===== src/rtl/noise_floor_ctrl_pkg.sv =====
// Shared tracking-engine definitions: controller state encoding, the
// estimator's reset floor, and the m-sequence period helper.
package noise_floor_ctrl_pkg;

    typedef enum logic [1:0] {
        ST_IDLE   = 2'd0,
        ST_WARMUP = 2'd1,
        ST_TRACK  = 2'd2
    } ctrl_state_e;

    localparam logic [15:0] NF_RESET_FLOOR = 16'd784;

    // Number of chips in one m-sequence period for an LFSR of the given length.
    function automatic int unsigned code_period(input int unsigned code_length);
        return (32'd1 << code_length) - 32'd1;
    endfunction

endpackage


===== src/rtl/noise_floor_ctrl_if.sv =====
// Bus between the noise-floor sequencer (master) and the noise-floor
// estimator (slave): sample/chip strobes, smoothing code, floor load and
// the estimator's current floor.
interface noise_floor_ctrl_if;
    logic        data_down_en;
    logic        shift_code;
    logic [1:0]  smooth_factor;
    logic        set_noise_floor;
    logic [15:0] noise_floor_i;
    logic [15:0] nf_value;

    modport master (
        output data_down_en,
        output shift_code,
        output smooth_factor,
        output set_noise_floor,
        output noise_floor_i,
        input  nf_value
    );

    modport slave (
        input  data_down_en,
        input  shift_code,
        input  smooth_factor,
        input  set_noise_floor,
        input  noise_floor_i,
        output nf_value
    );
endinterface


===== src/rtl/noise_floor_ctrl_chip_strobe_gen.sv =====
// Samples-per-chip divider and chip counter. Both run in every controller
// state and are cleared only by rst_b so they stay aligned with the
// estimator's LFSR, which is likewise reset only by rst_b.
module chip_strobe_gen
    import noise_floor_ctrl_pkg::*;
#(
    parameter int CODE_LENGTH = 10,
    parameter int DIV_BITS    = 8
) (
    input  logic                clk,
    input  logic                rst_b,
    input  logic                sample_valid,
    input  logic [DIV_BITS-1:0] cfg_code_div,
    output logic                shift_code,
    output logic                period_wrap
);

    localparam logic [CODE_LENGTH-1:0] LAST_CHIP =
        CODE_LENGTH'(code_period(CODE_LENGTH) - 32'd1);

    logic [DIV_BITS-1:0]    div_cnt_r;
    logic [CODE_LENGTH-1:0] chip_cnt_r;

    // The chip strobe must reach the estimator in the same cycle as the sample.
    assign shift_code  = sample_valid && (div_cnt_r == cfg_code_div);
    assign period_wrap = shift_code && (chip_cnt_r == LAST_CHIP);

    // Divide valid samples down to chips.
    always_ff @(posedge clk or negedge rst_b) begin
        if (!rst_b) begin
            div_cnt_r <= {DIV_BITS{1'b0}};
        end else if (sample_valid) begin
            if (div_cnt_r == cfg_code_div) begin
                div_cnt_r <= {DIV_BITS{1'b0}};
            end else begin
                div_cnt_r <= div_cnt_r + {{(DIV_BITS-1){1'b0}}, 1'b1};
            end
        end
    end

    // Count chips modulo the m-sequence period.
    always_ff @(posedge clk or negedge rst_b) begin
        if (!rst_b) begin
            chip_cnt_r <= {CODE_LENGTH{1'b0}};
        end else if (shift_code) begin
            if (chip_cnt_r == LAST_CHIP) begin
                chip_cnt_r <= {CODE_LENGTH{1'b0}};
            end else begin
                chip_cnt_r <= chip_cnt_r + {{(CODE_LENGTH-1){1'b0}}, 1'b1};
            end
        end
    end

endmodule


===== src/rtl/noise_floor_ctrl.sv =====
// Noise-floor estimator sequencer: chip strobe and sample gating, smoothing
// schedule (fast warm-up, slow tracking), initial/software floor loads and
// update reporting with a latched copy of the new floor.
module noise_floor_ctrl
    import noise_floor_ctrl_pkg::*;
#(
    parameter int CODE_LENGTH = 10,
    parameter int DIV_BITS    = 8
) (
    input  logic                clk,
    input  logic                rst_b,
    input  logic                sample_valid,
    input  logic                cfg_enable,
    input  logic [DIV_BITS-1:0] cfg_code_div,
    input  logic [15:0]         cfg_init_floor,
    input  logic [3:0]          cfg_fast_updates,
    input  logic [1:0]          cfg_fast_factor,
    input  logic [1:0]          cfg_slow_factor,
    input  logic                sw_set,
    input  logic [15:0]         sw_floor,
    noise_floor_ctrl_if.master  est,
    output logic                nf_update,
    output logic [15:0]         nf_latched,
    output logic [1:0]          ctrl_state
);

    logic        shift_code_s;
    logic        period_wrap_s;
    logic [1:0]  smooth_s;
    logic [3:0]  upd_inc_s;
    logic        warmup_done_s;

    ctrl_state_e state_r;
    logic [3:0]  upd_cnt_r;
    logic        discard_r;
    logic [2:0]  pipe_r;          // nf_update_r acts as the fourth (done) stage
    logic        set_nf_r;
    logic [15:0] nf_i_r;
    logic        nf_update_r;
    logic [15:0] nf_latched_r;

    chip_strobe_gen #(
        .CODE_LENGTH (CODE_LENGTH),
        .DIV_BITS    (DIV_BITS)
    ) u_chip_strobe_gen (
        .clk          (clk),
        .rst_b        (rst_b),
        .sample_valid (sample_valid),
        .cfg_code_div (cfg_code_div),
        .shift_code   (shift_code_s),
        .period_wrap  (period_wrap_s)
    );

    // Smoothing code follows the current state: fast only while warming up.
    always_comb begin
        smooth_s = cfg_slow_factor;
        case (state_r)
            ST_WARMUP: smooth_s = cfg_fast_factor;
            ST_TRACK:  smooth_s = cfg_slow_factor;
            default:   smooth_s = cfg_slow_factor;
        endcase
    end

    // Saturating update count and the warm-up exit test for the next update.
    always_comb begin
        upd_inc_s     = (upd_cnt_r == 4'hF) ? upd_cnt_r : (upd_cnt_r + 4'd1);
        warmup_done_s = (cfg_fast_updates == 4'd0) || (upd_inc_s == cfg_fast_updates);
    end

    assign est.data_down_en    = sample_valid & (state_r != ST_IDLE);
    assign est.shift_code      = shift_code_s;
    assign est.smooth_factor   = smooth_s;
    assign est.set_noise_floor = set_nf_r;
    assign est.noise_floor_i   = nf_i_r;
    assign nf_update           = nf_update_r;
    assign nf_latched          = nf_latched_r;
    assign ctrl_state          = state_r;

    // Sequencer FSM with floor loads, update pipe and floor latch. Priority:
    // disable, then enable from IDLE, then software set, then update handling.
    always_ff @(posedge clk or negedge rst_b) begin
        if (!rst_b) begin
            state_r      <= ST_IDLE;
            upd_cnt_r    <= 4'd0;
            discard_r    <= 1'b0;
            pipe_r       <= 3'b000;
            set_nf_r     <= 1'b0;
            nf_i_r       <= NF_RESET_FLOOR;
            nf_update_r  <= 1'b0;
            nf_latched_r <= NF_RESET_FLOOR;
        end else begin
            set_nf_r    <= 1'b0;
            nf_update_r <= 1'b0;
            pipe_r      <= {pipe_r[1:0], period_wrap_s && (state_r != ST_IDLE)};

            if (!cfg_enable) begin
                state_r <= ST_IDLE;
                pipe_r  <= 3'b000;
            end else if (state_r == ST_IDLE) begin
                set_nf_r  <= 1'b1;
                nf_i_r    <= cfg_init_floor;
                upd_cnt_r <= 4'd0;
                discard_r <= 1'b1;
                state_r   <= ST_WARMUP;
                pipe_r    <= 3'b000;
            end else if (sw_set) begin
                set_nf_r  <= 1'b1;
                nf_i_r    <= sw_floor;
                upd_cnt_r <= 4'd0;
                discard_r <= 1'b1;
                state_r   <= ST_WARMUP;
                pipe_r    <= 3'b000;
            end else begin
                // The first period after a load is partial, so its update is dropped.
                if (pipe_r[2]) begin
                    if (discard_r) begin
                        discard_r <= 1'b0;
                    end else begin
                        nf_update_r  <= 1'b1;
                        nf_latched_r <= est.nf_value;
                    end
                end
                // Count the update the cycle it is reported; smoothing changes after.
                if (nf_update_r) begin
                    upd_cnt_r <= upd_inc_s;
                    if ((state_r == ST_WARMUP) && warmup_done_s) begin
                        state_r <= ST_TRACK;
                    end
                end
            end
        end
    end

endmodule


===== src/flat_wrapper.sv =====
// flat-port wrapper written by rule: the top's interface ports become plain ports
module noise_floor_ctrl_flat import noise_floor_ctrl_pkg::*;
#(
    parameter int CODE_LENGTH = 10,
    parameter int DIV_BITS    = 8
)
  (clk, rst_b, sample_valid, cfg_enable, cfg_code_div, cfg_init_floor, cfg_fast_updates, cfg_fast_factor, cfg_slow_factor, sw_set, sw_floor, nf_update, nf_latched, ctrl_state, est_data_down_en, est_shift_code, est_smooth_factor, est_set_noise_floor, est_noise_floor_i, est_nf_value);
  noise_floor_ctrl_if est_i ();
  input  logic clk;
  input  logic rst_b;
  input  logic sample_valid;
  input  logic cfg_enable;
  input  logic [DIV_BITS-1:0] cfg_code_div;
  input  logic [15:0] cfg_init_floor;
  input  logic [3:0] cfg_fast_updates;
  input  logic [1:0] cfg_fast_factor;
  input  logic [1:0] cfg_slow_factor;
  input  logic sw_set;
  input  logic [15:0] sw_floor;
  output logic nf_update;
  output logic [15:0] nf_latched;
  output logic [1:0] ctrl_state;
  output wire logic [$bits(est_i.data_down_en)-1:0] est_data_down_en;
  output wire logic [$bits(est_i.shift_code)-1:0] est_shift_code;
  output wire logic [$bits(est_i.smooth_factor)-1:0] est_smooth_factor;
  output wire logic [$bits(est_i.set_noise_floor)-1:0] est_set_noise_floor;
  output wire logic [$bits(est_i.noise_floor_i)-1:0] est_noise_floor_i;
  input wire logic [$bits(est_i.nf_value)-1:0] est_nf_value;
  assign est_data_down_en = est_i.data_down_en;
  assign est_shift_code = est_i.shift_code;
  assign est_smooth_factor = est_i.smooth_factor;
  assign est_set_noise_floor = est_i.set_noise_floor;
  assign est_noise_floor_i = est_i.noise_floor_i;
  assign est_i.nf_value = est_nf_value;
  noise_floor_ctrl #(.CODE_LENGTH(CODE_LENGTH), .DIV_BITS(DIV_BITS)) u_core (.clk(clk), .rst_b(rst_b), .sample_valid(sample_valid), .cfg_enable(cfg_enable), .cfg_code_div(cfg_code_div), .cfg_init_floor(cfg_init_floor), .cfg_fast_updates(cfg_fast_updates), .cfg_fast_factor(cfg_fast_factor), .cfg_slow_factor(cfg_slow_factor), .sw_set(sw_set), .sw_floor(sw_floor), .est(est_i), .nf_update(nf_update), .nf_latched(nf_latched), .ctrl_state(ctrl_state));
endmodule

===== config.mk =====
export PLATFORM = sky130hd
export DESIGN_NAME = noise_floor_ctrl_flat
export DESIGN_NICKNAME = d
export VERILOG_FILES = /design/src/rtl/noise_floor_ctrl_pkg.sv /design/src/rtl/noise_floor_ctrl_if.sv /design/src/rtl/noise_floor_ctrl_chip_strobe_gen.sv /design/src/rtl/noise_floor_ctrl.sv /design/src/flat_wrapper.sv
export SDC_FILE = /design/constraint.sdc
export NUM_CORES = 1
export LEC_CHECK = 0
export ABC_CLOCK_PERIOD_IN_PS = 3500
export CORE_ASPECT_RATIO = 0.7
export CORE_UTILIZATION = 45
export CTS_BUF_LIST = sky130_fd_sc_hd__clkbuf_16
export DETAILED_ROUTE_END_ITERATION = 10
export GPL_ROUTABILITY_DRIVEN = 0
export GPL_TIMING_DRIVEN = 0
export PLACE_DENSITY = 0.77
export SETUP_SLACK_MARGIN = 0.02
export SYNTH_ARGS = -nofsm -noshare
export SYNTH_HDL_FRONTEND = slang
export SYNTH_SLANG_ARGS = --single-unit

===== constraint.sdc =====
create_clock -name clk -period 3.5 [get_ports clk]
set_input_delay 0.7 -clock clk [delete_from_list [all_inputs] [get_ports clk]]
set_output_delay 0.7 -clock clk [all_outputs]
set_load 0.02 [all_outputs]

==> flow_metrics.tcl <==
set metrics [dict create \
    cp_max_fo 6 \
    drc 0 \
    syn-num-nets 370 \
    hold_viol_final 0 \
    totalWireLength_um 7748 \
    finalCritPeriodShare 0.9652 \
    grt_pass1_vias 2657 \
    path_buf_inv 3 \
    fmax_mhz 296.0 \
    met2_length_um 3451 \
    yosys_warnings 0 \
    hold_buffers 0 \
    layout_setup_ws_ns 0.1218 \
    portBuffers 108 \
    synth-seq-cells 62 \
    drive_gt1_frac 0.1482 \
    required_ns 2.80 \
    outcome "completed" \
    synth-edff-count 0 \
    slowest_delay_ns 0.62 \
    clkSinkCount 62 \
    reg2regPathDepth 7 \
    grt_use_total 0.2236 \
    ys_seq_area_frac 0.4976 \
    p_leak_nw 2.005 \
    diodes 0 \
    synth.distinct_cells 54 \
    wirelength_met1_um 3509 \
    hold_slack_ns 0.3815 \
    cp_common_cell "clkdlybuf4s50_1" \
    path_class "in -> out" \
    core_area_sq_um 6725 \
    wl_per_cell_um 14.93 \
    pin_count 109 \
    cts_buffer_depth 2 \
    clk_latency_ns 0.33 \
    detail_route.first_pass.iterations 4 \
    htreeDepth 3 \
    grt_pass1_wl_um 12370 \
    die_w_um 101.7 \
    first_iter_violations 199 \
    dp.cells 500 \
    dp_slack_ns -0.02377 \
    routed_via_density 5.252 \
    crit_cells 6 \
    hp-class "in -> async" \
    synth_ff_type "dfrtp_1" \
    setup_viol 0 \
    die_area_sq_um 7305 \
    vias 2726 \
    max-vdd-ir-drop_v 0.0002868 \
    arrival_ns 2.68 \
    cp-end-kind "output port" \
    fin_cells 519 \
    clkTransAtPathRegs_ns 0.05 \
    crit_chain "clkdlybuf4s50_1, xor2_1, nor4_1, nand3_2, inv_2, clkdlybuf4s50_1" \
    tightest_slew_ns 0.7575 \
    synthToLayoutAreaGrowth_pct 48.88 \
    slew_violations 0 \
    crit_family "buffers and inverters" \
    relSlewSlack 0.4908 \
    cts_tree "yes" \
    max_cap_violations 0 \
    grt_antenna_before_repair 0 \
    start_util 0.4659 \
    grt-ovfl-total 0 \
    fin_nets 493 \
    top_layer "met4" \
    ant_nets 0 \
    num_rows 25 \
    syn_inst 297 \
    cts_made_buffers 9 \
    root_buffer "clkbuf_16" \
    cellPowerDensity_nw_per_um2 463.2 \
    slowest_stage "clkdlybuf4s50_1" \
    wl_met3_um 664 \
    rsz0062_at_grt "false" \
    finalCoreUtilization 0.6936 \
    start_kind "input port" \
    die_y_um 71.81 \
    synth-async-reset-ratio 1.000 \
    dp_hpwl_um 5556 \
    netlist_area_sq_um 3133 \
    grt_start_max_net_pins 37 \
    fin_crit_ns 3.378 \
    fin_worst_skew_ns 0.008815 \
    syn_area_per_cell_sq_um 10.55 \
]
-- placed cells by master (no fill, tap or decap), types with 5 or more instances in the layout --
cell             instances
clkdlybuf4s50_1        107
dfrtp_1                 56
nor2_1                  28
a21oi_1                 24
nand2_1                 19
mux2_2                  19
mux2i_1                 18
nand3_1                 11
o21ai_0                 11
xor2_1                   9
inv_1                    9
clkbuf_16                9
buf_2                    6
dfstp_2                  6
and3_1                   5
nor2b_1                  5
o31ai_1                  5
-- flip-flops by register name, summed over array words and instances, names as in the netlist, 2 cells and up --
register and count:
u_core.ctrl_state 2, u_core.est.noise_floor_i 16, u_core.nf_latched 16, u_core.pipe_r 3, u_core.u_chip_strobe_gen.chip_cnt_r 10, u_core.u_chip_strobe_gen.div_cnt_r 8, u_core.upd_cnt_r 4
-- through the flow --
step / area (sq um) / power [mW] / TNS [ns]
global route: 4664 / 2.268 / 0
finish: 4664 / 2.160 / 0
detailed placement: 4347 / 1.316 / -0.02377
floorplan: 3133 / 1.094 / 0
CTS: 4642 / 2.169 / 0
global placement: 4332 / 1.302 / -12.28
-- timing repair --
| item | 4_1_cts | 5_1_grt |
|---|---|---|
| endpoints found under the hold margin | 0 | 0 |
| gates resized for setup | 2 | 0 |
| buffers inserted | 0 | 3 |
| endpoints found under the setup margin | 1 | 1 |
| pin swaps | 0 | 1 |
-- routing by layer --
metal  vias up  global-route usage
met5         -                   0
met4         0             0.07246
met3        13             0.08585
met2        96              0.3446
met1      1291              0.2913
li1       1326                   -
-- cells by family after synthesis --
| kind of cell | Yosys count | share of synthesized area |
|---|---|---|
| AOI/OAI and AO/OA | 60 | 0.1150 |
| adders and majority gates | 4 | 0.01598 |
| and+or+nand+nor | 103 | 0.1829 |
| xor gates and xnor gates | 11 | 0.03075 |
| muxes | 37 | 0.1258 |
| DFF | 62 | 0.4976 |
| buffers and inverters | 20 | 0.03195 |
-- power breakdown --
part / internal, mW / switching (mW) / leakage, nW
combinational: 0.234 / 0.215 / 1.09
clock: 0.539 / 0.301 / 0.145
sequential: 0.795 / 0.0768 / 0.772
total: 1.57 / 0.592 / 2.01
-- cell type report --
type                       count  area [sq um]
clock buffer                   9         225.2
buffer                        12         70.07
timing repair buffer         112          1119
multi-input combinational    215          1485
clock inverter                 7         58.81
tap                           94         117.6
sequential                    62          1559
fill                         511          2061
inverter                       8         30.03
-- path summary, 6_finish.rpt --
kind	from	to	slack, ns
hold reg to reg	u_core.pipe_r[0]	u_core.pipe_r[1]	0.47
setup reg to reg	u_core.upd_cnt_r[0]	u_core.ctrl_state[0]	1.46
max in group asynchronous	rst_b	u_core.est.noise_floor_i[8]	2.46
setup / recovery	cfg_code_div[2]	est_shift_code	0.12
min in group clk	u_core.pipe_r[0]	u_core.pipe_r[1]	0.47
hold / removal	rst_b	u_core.nf_latched[13]	0.38
-- synth_stat cells (all sizes together) (8+ instances only) --
library cell	number	area (sq um)
buf	8	55.05
nand2	19	71.32
xor2	9	78.83
mux2	19	214.0
dfrtp	56	1401
inv	8	30.03
nor2	30	127.6
mux2i	18	180.2
o21ai	13	65.06
a21oi	24	120.1
nand3	13	70.07
(Power assumes the default switching activity.)
